File: src/rtl/fetch_if.sv
// Fetch-stage bus bundle: imem req/gnt + rvalid, redirect from resolution, and {PC,Inst} valid/ready to decode.
// No logic; master is the fetch stage, slave is the surrounding memory/decode/redirect environment.
interface fetch_if;
  logic        o_IMemReq;
  logic [63:0] o_IMemAddr_64;
  logic        i_IMemGnt;
  logic        i_IMemRValid;
  logic [31:0] i_IMemRData_32;
  logic        i_Redirect;
  logic [63:0] i_RedirectPC_64;
  logic        o_Valid;
  logic        i_Ready;
  logic [63:0] o_PC_64;
  logic [31:0] o_Inst_32;

  modport master (
    output o_IMemReq, o_IMemAddr_64, o_Valid, o_PC_64, o_Inst_32,
    input  i_IMemGnt, i_IMemRValid, i_IMemRData_32, i_Redirect, i_RedirectPC_64, i_Ready
  );

  modport slave (
    input  o_IMemReq, o_IMemAddr_64, o_Valid, o_PC_64, o_Inst_32,
    output i_IMemGnt, i_IMemRValid, i_IMemRData_32, i_Redirect, i_RedirectPC_64, i_Ready
  );
endinterface

File: src/rtl/fetch.sv
// Instruction fetch: credit-limited imem reads, in-order response buffer, {PC,Inst} to decode; gnt->o_Valid >= 2 cycles.
// Requests stop while outstanding+buffered reaches DEPTH; rvalid is never stalled; redirect flushes and drops in-flight words.

module fetch_fifo #(
  parameter int WIDTH = 96,
  parameter int DEPTH = 2,
  localparam int CW = $clog2(DEPTH + 1)
) (
  input  logic             clk,
  input  logic             rst_n,
  input  logic             flush,
  input  logic             push_vld,
  input  logic [WIDTH-1:0] push_dat,
  input  logic             pop_rdy,
  output logic [WIDTH-1:0] head_dat,
  output logic [CW-1:0]    count
);
  localparam int PW = (DEPTH > 1) ? $clog2(DEPTH) : 1;

  logic [WIDTH-1:0] mem [DEPTH];
  logic [PW-1:0]    wr_ptr;
  logic [PW-1:0]    rd_ptr;
  logic             do_pop;

  function automatic logic [PW-1:0] ptr_inc(input logic [PW-1:0] p);
    return (p == PW'(DEPTH - 1)) ? '0 : p + PW'(1);
  endfunction

  assign do_pop   = pop_rdy && (count != '0);
  assign head_dat = mem[rd_ptr];

  always_ff @(posedge clk or negedge rst_n) begin
    if (!rst_n) begin
      wr_ptr <= '0;
      rd_ptr <= '0;
      count  <= '0;
    end else if (flush) begin
      wr_ptr <= '0;
      rd_ptr <= '0;
      count  <= '0;
    end else begin
      if (push_vld) wr_ptr <= ptr_inc(wr_ptr);
      if (do_pop)   rd_ptr <= ptr_inc(rd_ptr);
      count <= count + CW'(push_vld) - CW'(do_pop);
    end
  end

  // Payload storage needs no reset: contents are only observed when count != 0.
  always_ff @(posedge clk) begin
    if (push_vld && !flush) mem[wr_ptr] <= push_dat;
  end
endmodule

module fetch #(
  parameter logic [63:0] RESET_PC = 64'h0000_0000_8000_0000,
  parameter int          DEPTH    = 2
) (
  input logic      i_Clk,
  input logic      i_Rst_n,
  fetch_if.master  bus
);
  localparam int CW = $clog2(DEPTH + 1);

  typedef struct packed {
    logic [63:0] pc;
    logic [31:0] inst;
  } entry_t;

  logic [63:0]   fetch_pc;
  logic [63:0]   resp_pc;
  logic [63:0]   redirect_pc;
  logic [CW-1:0] outstanding;
  logic [CW-1:0] drop_cnt;
  logic [CW-1:0] fifo_count;
  logic [CW:0]   credit_sum;
  logic          req;
  logic          fire;
  logic          rsp_drop;
  logic          push;
  logic          pop;
  logic          out_vld;
  entry_t        push_ent;
  entry_t        head;

  assign redirect_pc = bus.i_RedirectPC_64 & ~64'h3;
  assign credit_sum  = {1'b0, outstanding} + {1'b0, fifo_count};
  // Reset gate keeps the request low while held in reset.
  assign req      = i_Rst_n && !bus.i_Redirect && (credit_sum < (CW+1)'(DEPTH));
  assign fire     = req && bus.i_IMemGnt;
  assign rsp_drop = (drop_cnt != '0);
  assign push     = bus.i_IMemRValid && !rsp_drop && !bus.i_Redirect;
  assign out_vld  = (fifo_count != '0);
  assign pop      = out_vld && bus.i_Ready;
  assign push_ent = '{pc: resp_pc, inst: bus.i_IMemRData_32};

  always_ff @(posedge i_Clk or negedge i_Rst_n) begin
    if (!i_Rst_n) begin
      fetch_pc    <= RESET_PC;
      resp_pc     <= RESET_PC;
      outstanding <= '0;
      drop_cnt    <= '0;
    end else begin
      outstanding <= outstanding + CW'(fire) - CW'(bus.i_IMemRValid);
      if (bus.i_Redirect) begin
        fetch_pc <= redirect_pc;
        resp_pc  <= redirect_pc;
        // Everything still in flight after this cycle's response belongs to the old path.
        drop_cnt <= outstanding - CW'(bus.i_IMemRValid);
      end else begin
        if (fire) fetch_pc <= fetch_pc + 64'd4;
        if (push) resp_pc  <= resp_pc + 64'd4;
        if (bus.i_IMemRValid && rsp_drop) drop_cnt <= drop_cnt - CW'(1);
      end
    end
  end

  fetch_fifo #(
    .WIDTH ($bits(entry_t)),
    .DEPTH (DEPTH)
  ) u_buf (
    .clk      (i_Clk),
    .rst_n    (i_Rst_n),
    .flush    (bus.i_Redirect),
    .push_vld (push),
    .push_dat (push_ent),
    .pop_rdy  (pop),
    .head_dat (head),
    .count    (fifo_count)
  );

  assign bus.o_IMemReq     = req;
  assign bus.o_IMemAddr_64 = fetch_pc;
  assign bus.o_Valid       = out_vld;
  assign bus.o_PC_64       = out_vld ? head.pc   : 64'h0;
  assign bus.o_Inst_32     = out_vld ? head.inst : 32'h0;

  a_credit: assert property (@(posedge i_Clk) disable iff (!i_Rst_n)
    credit_sum <= (CW+1)'(DEPTH));
  a_rvalid: assert property (@(posedge i_Clk) disable iff (!i_Rst_n)
    bus.i_IMemRValid |-> (outstanding != '0));
  a_align: assert property (@(posedge i_Clk) disable iff (!i_Rst_n)
    bus.o_IMemAddr_64[1:0] == 2'b00);
endmodule

File: src/flat_wrapper.sv
// flat-port wrapper written by rule: the top's interface ports become plain ports
module fetch_flat 
#(
  parameter logic [63:0] RESET_PC = 64'h0000_0000_8000_0000,
  parameter int          DEPTH    = 2
)
  (i_Clk, i_Rst_n, bus_o_IMemReq, bus_o_IMemAddr_64, bus_o_Valid, bus_o_PC_64, bus_o_Inst_32, bus_i_IMemGnt, bus_i_IMemRValid, bus_i_IMemRData_32, bus_i_Redirect, bus_i_RedirectPC_64, bus_i_Ready);
  fetch_if bus_i ();
  input logic i_Clk;
  input logic i_Rst_n;
  output wire logic [$bits(bus_i.o_IMemReq)-1:0] bus_o_IMemReq;
  output wire logic [$bits(bus_i.o_IMemAddr_64)-1:0] bus_o_IMemAddr_64;
  output wire logic [$bits(bus_i.o_Valid)-1:0] bus_o_Valid;
  output wire logic [$bits(bus_i.o_PC_64)-1:0] bus_o_PC_64;
  output wire logic [$bits(bus_i.o_Inst_32)-1:0] bus_o_Inst_32;
  input wire logic [$bits(bus_i.i_IMemGnt)-1:0] bus_i_IMemGnt;
  input wire logic [$bits(bus_i.i_IMemRValid)-1:0] bus_i_IMemRValid;
  input wire logic [$bits(bus_i.i_IMemRData_32)-1:0] bus_i_IMemRData_32;
  input wire logic [$bits(bus_i.i_Redirect)-1:0] bus_i_Redirect;
  input wire logic [$bits(bus_i.i_RedirectPC_64)-1:0] bus_i_RedirectPC_64;
  input wire logic [$bits(bus_i.i_Ready)-1:0] bus_i_Ready;
  assign bus_o_IMemReq = bus_i.o_IMemReq;
  assign bus_o_IMemAddr_64 = bus_i.o_IMemAddr_64;
  assign bus_o_Valid = bus_i.o_Valid;
  assign bus_o_PC_64 = bus_i.o_PC_64;
  assign bus_o_Inst_32 = bus_i.o_Inst_32;
  assign bus_i.i_IMemGnt = bus_i_IMemGnt;
  assign bus_i.i_IMemRValid = bus_i_IMemRValid;
  assign bus_i.i_IMemRData_32 = bus_i_IMemRData_32;
  assign bus_i.i_Redirect = bus_i_Redirect;
  assign bus_i.i_RedirectPC_64 = bus_i_RedirectPC_64;
  assign bus_i.i_Ready = bus_i_Ready;
  fetch #(.RESET_PC(RESET_PC), .DEPTH(DEPTH)) u_core (.i_Clk(i_Clk), .i_Rst_n(i_Rst_n), .bus(bus_i));
endmodule
File: config.mk
export PLATFORM = sky130hd
export DESIGN_NAME = fetch_flat
export DESIGN_NICKNAME = d
export VERILOG_FILES = /design/src/rtl/fetch_if.sv /design/src/rtl/fetch.sv /design/src/flat_wrapper.sv
export SDC_FILE = /design/constraint.sdc
export NUM_CORES = 1
export LEC_CHECK = 0
export CORE_UTILIZATION = 53
export DETAILED_ROUTE_END_ITERATION = 10
export PLACE_DENSITY = 0.84
export SYNTH_ARGS = -nofsm -noshare
export SYNTH_HDL_FRONTEND = slang
export SYNTH_SLANG_ARGS = --single-unit
File: constraint.sdc
create_clock -name i_Clk -period 6.4 [get_ports i_Clk]
set_input_delay 1.28 -clock i_Clk [delete_from_list [all_inputs] [get_ports i_Clk]]
set_output_delay 1.28 -clock i_Clk [all_outputs]
set_load 0.05 [all_outputs]
* Yosys cells after proc, flatten, opt, wreduce, memory -nomap -nowiden
Memory sizes are Yosys's and may differ from the RTL's.
Index checks and enable logic that the tools add are counted.
** Operators by class
- Add/sub/neg operators :: 11
- Magnitude comparators :: 1
- Muxes and demuxes :: 17
- Reductions and logical operators :: 17
** Operators by type and width (number)
- two-way mux 64 bit :: 5
- adder 64 x 3 -> 64 bit, second input constant :: 2
- two-way mux 32 bit :: 1
- nonzero test 2 bit :: 6
- logical AND 1 bit :: 9
- two-way mux 1 bit :: 8
- two-way mux 2 bit :: 3
- subtractor 2 x 1 -> 2 bit :: 3
- adder 2 x 1 -> 2 bit :: 2
- adder 2 x 2 -> 3 bit :: 1
- < comparator 3 x 2 -> 1 bit, second input constant :: 1
- adder 1 bit, second input constant :: 2
- zero test 1 bit :: 2
- subtractor 2 x 1 -> 2 bit, second input constant :: 1
** Storage, ports and cells
- Bits in registers :: 136
- Memory bits (writable) :: 192
- Input port bits :: 102
- Output and inout port bits :: 162
- Word-level logic and storage cells :: 54
- Memories kept :: 1
** Memories
- u_core.u_buf.mem :: depth 2, bits a word 96, read ports 1, clocked after Yosys merged registers in 0, wr ports 1, RTL line fetch.sv:20 : logic [WIDTH-1:0] mem [DEPTH];

* Logic depth before layout (Yosys ltp)
- Depth after elaboration :: 7
- Mapped depth :: 10
- Depth with buffers taken out :: 9

* By module
From an unflattened synthesis, not the netlist that was laid out.
** Second synthesis, totals
- Cells, all modules :: 1293
- Area total of the unflattened synthesis :: 15966.6 um^2
** Modules (own cells, without submodules)
- fetch :: instances 1, cells each 975, area an instance 8733.4 um^2, seq. area each 3205.6 um^2
- fetch_fifo :: instances 1, cells each 318, area an instance 7233.2 um^2, seq. area each 5865.6 um^2

* Worst setup path after synthesis
OpenSTA, ideal clock, no wires.
- Kind :: in2reg
- Start point :: input port bus_i_Redirect
- End point :: memory u_core.u_buf.mem[0][0] (enable)
- Setup time :: 0.547 ns
- Arrival :: 5.897 ns
- Required time :: 5.853 ns
- Setup slack :: -0.045 ns
- Cell stages on the path :: 5
- Buffers on the path :: 2
- Cells stage by stage :: clkbuf_1 inv_2 clkbuf_1 nand2_1 nor2_1
** Between the ends
- Longest elaborated chain between the ends :: 5
** Ends and longest elaborated chain
- start, declared :: RTL line flat_wrapper.sv:19 : input wire logic [$bits(bus_i.i_Redirect)-1:0] bus_i_Redirect;
- zero test 1 bit * :: RTL line fetch.sv:50, fetch.sv:91
- logical AND 1 bit :: RTL line fetch.sv:91 : assign push = bus.i_IMemRValid && !rsp_drop && !bus.i_Redirect;
- logical AND 1 bit * :: RTL line fetch.sv:50 : if (push_vld && !flush) mem[wr_ptr] <= push_dat;
- two-way mux 1 bit * :: RTL line fetch.sv:50
- two-way mux 1 bit (implied by the code) * :: RTL line fetch.sv:50
- end, declared :: RTL line fetch.sv:20
Every way passes the cells marked *; elsewhere a longest branch is shown, timed or not.

* Worst setup path in the final report
- Start point :: register u_core.u_buf.rd_ptr
- End point :: output port bus_o_PC_64[34]
** Between the ends
- Longest elaborated chain between the ends :: 2
** Ends and longest elaborated chain
- start, declared :: RTL line fetch.sv:22 : logic [PW-1:0] rd_ptr;
- start signal, assigned :: RTL line fetch.sv:43 : if (do_pop) rd_ptr <= ptr_inc(rd_ptr);
- memory read (2 x 96 bit)
- two-way mux 64 bit :: RTL line fetch.sv:134 : assign bus.o_PC_64 = out_vld ? head.pc : 64'h0;
- end, declared :: RTL line flat_wrapper.sv:14 : output wire logic [$bits(bus_i.o_PC_64)-1:0] bus_o_PC_64;
No other way between the ends.

==> impl_metrics.csv <==
group,metric,value,unit
run_status,status,"finished, final reports clean",
cells_and_area,nFillCells,2017,
clock_tree,clk_latency,520,ps
clock_tree,cts_max_level,2,
floorplan,coreArea,28010,um2
floorplan,io_pins,264,
synth,synth_top_family_by_area,"simple AND/OR/NAND/NOR gates",
synth,synth-compound-area-share,6.354,%
timing,max_freq,221.8,MHz
synth,yosysWarnings,0,
synth,synth-adder-area-share,0.7060,%
timing,setup_viol_count_final,0,
detailed_routing,routed_wl,40470,um
synth,synth.top_cell.area_share,37.04,%
timing,rsz0062_at_grt,"no",
synth,synth_cell_types,67,
floorplan,die_w,171.6,um
timing,fin_ws,1892,ps
critical_path,cp-end-kind,"output pin",
floorplan,dieArea,29440,um2
synth,syn_area,15240,um2
timing,report.final.hold_viol_count,0,
timing,period_share,70.43,%
clock_tree,clk_path_buf_depth,3,
floorplan,rows,61,
grt,grt_first_pass_wirelength,62320,um
synth,yosysSeqAreaShare,58.73,%
detailed_routing,ant_nets,0,
power_and_ir_drop,ir_drop,297.6,uV
clock_tree,clkTransAtPathRegs,60,ps
cells_and_area,drive_gt1_share,7.536,%
grt,antenna_found_initial,0,
place,portBuffers,257,
cells_and_area,mostFrequentLayoutCells,"clkdlybuf4s50_1, edfxtp_1, nor2_1",
critical_path,r2r_setup_slack,3080,ps
grt,grt_start_max_net_pins,96,
timing,fin_crit,4508,ps
synth,synth-async-reset-ratio,41.25,%
place,placed_cell_area,18160,um2
synth,avgSynthCellArea,11.63,um2
power_and_ir_drop,p_per_area,388.6,nW/um2
clock_tree,numCtsBuffers,34,
timing,skew,13.77,ps
grt,grt_overflow,0,
cells_and_area,synthToLayoutAreaGrowth,26.57,%
timing,tns,0,ps
critical_path,reg2reg_depth,10,
timing,maxSlewHeadroom,8.713,%
cells_and_area,nets,1663,
critical_path,worstPathRequired,5120,ps
critical_path,crit_type,"flop to output pin",
job,maxCapViolCount,0,
detailed_routing,drcViolationCount,0,
clock_tree,ctsResizeCount,0,
hold_path,hp-class,"flop to flop",
cells_and_area,final_common_cell,"clkdlybuf4s50_1",
place,dp_hpwl,27880,um
synth,ys_top_cells_by_area,"edfxtp_1, dfrtp_1, mux2i_1, nor2_1, mux2_2",
clock_tree,clockRootBuffer,"clkbuf_16",
floorplan,initial_core_util,54.42,%
critical_path,cp-startpoint,"u_core.u_buf.rd_ptr",
clock_tree,cts_setup_buffers,0,
detailed_routing,wl_per_cell,20.68,um
cells_and_area,diodes,0,
floorplan,die_h,171.6,um
clock_tree,clkSinkCount,320,
synth,ys.flop_type,"edfxtp_1",
synth,synth-simple-area-share,18.44,%
synth,syn_inst,1311,
detailed_routing,dr.pass1.iters,5,
critical_path,r2r_end,"u_core.bus.o_IMemAddr_64[19]",
synth,synth_edf_count,188,
critical_path,r2r-start,"u_core.u_buf.count[0]",
critical_path,cp-endpoint,"bus_o_PC_64[34]",
grt,grt_usage,27.56,%
critical_path,start_kind,"flop",
synth,synth_seq_cells,320,
timing,drv_slew,0,
detailed_routing,route.vias.total,11843,
critical_path,crit_arrival,3230,ps
critical_path,worst-path-max-fanout,61,
synth,synth_xor_xnor_area_share,3.850,%
cells_and_area,stdcell_area,19290,um2
detailed_routing,drtIter0Drc,1084,
power_and_ir_drop,p_leak,0.006745,uW
clock_tree,cts_tree,"yes",
grt,grt_pass1_vias,11270,
place,routabilityCongestion,0.9987,
clock_tree,hold_buffers,0,
synth,synthMuxAreaShare,9.276,%
detailed_routing,vias_per_cell,6.052,
place,dp_slack,1983,ps
timing,tightest_slew,1357,ps
synth,synth_top_area_cell,"edfxtp_1",
## metal layers
metal  vias up  part of all wire [%]  track usage, %
met5         -                     0               0
met4         0                   3.0           9.550
met3        98                    10           5.062
met2       674                    45           42.19
met1      5676                    42           39.47
li1       5395                     -               -
## cells by family after synthesis
| family | count (synthesis) |
|---|---|
| compound gates | 141 |
| xor+xnor | 67 |
| fa+ha+maj | 8 |
| buf+inv | 100 |
| flops | 320 |
| mux | 137 |
| other cells | 1 |
| simple gates | 537 |
## through the flow
step | hold slack (ps) | total power (uW) | utilization (%) | instances
floorplan | 450.9 | 4546 | - | 1314
global placement | 495.9 | 5510 | 64.82 | 1895
detailed placement | 510.2 | 5552 | 64.82 | 1895
CTS | 521.3 | 7531 | 68.87 | 1957
global route | 554.6 | 7789 | 68.87 | 1957
finish | 519.7 | 7498 | 68.87 | 1957
## synth_stat cells, types with 22 or more instances
master,n
edfxtp_1,188
nor2_1,152
dfrtp_1,130
mux2i_1,103
nand2_1,77
nand3_1,67
nand4_1,59
clkbuf_1,47
xnor2_1,41
mux2_2,34
a31oi_1,30
inv_1,30
nor4_1,30
xor2_1,26
or3_1,24
o21ai_0,23
or4_1,23
nor3_1,22
## critical path: stages, from the launching register on
cell and delay (ps):
dfrtp_4 1130, buf_12 350, mux2i_1 310, nor2_1 70, clkdlybuf4s50_1 760
## worst min path at each step
| stage | start | endpoint | slack, ps | depth (start not counted) |
|---|---|---|---|---|
| 3_5_place_dp | u_core.resp_pc[63] | u_core.u_buf.mem[1][95] | 510 | 0 |
| 4_1_cts | u_core.resp_pc[63] | u_core.u_buf.mem[1][95] | 520 | 0 |
| 2_1_floorplan | u_core.resp_pc[63] | u_core.u_buf.mem[0][95] | 450 | 0 |
| 6_report | u_core.resp_pc[63] | u_core.u_buf.mem[1][95] | 520 | 0 |
| 5_1_grt | u_core.resp_pc[62] | u_core.u_buf.mem[1][94] | 550 | 0 |
| 3_3_place_gp | u_core.resp_pc[63] | u_core.u_buf.mem[0][95] | 500 | 0 |
## area by class of cell
type                    count  area, um2  share of cell area, %
repair buffers            272       2690                  13.94
flip-flops and latches    320       8955                  46.42
multi-input cells         894       5922                  30.70
inverters                  31      117.6                 0.6096
well taps                 378      473.0                  2.452
clock buffers              49      967.2                  5.013
clock inverters            13      167.7                 0.8691
## power breakdown
| group | internal, uW | total [uW] | switching (uW) |
|---|---|---|---|
| logic | 946 | 2840 | 1890 |
| clock network | 1180 | 1980 | 798 |
| registers | 2400 | 2680 | 277 |
| total | 4530 | 7500 | 2970 |
## flip-flops by register name, summed over array words and instances (netlist names)
signal                    flops
u_core.u_buf.mem            188
u_core.bus.o_IMemAddr_64     62
u_core.resp_pc               62
u_core.drop_cnt               2
u_core.outstanding            2
u_core.u_buf.count            2
u_core.u_buf.rd_ptr           1
u_core.u_buf.wr_ptr           1
Note: power is estimated with default switching activity, not from simulation.
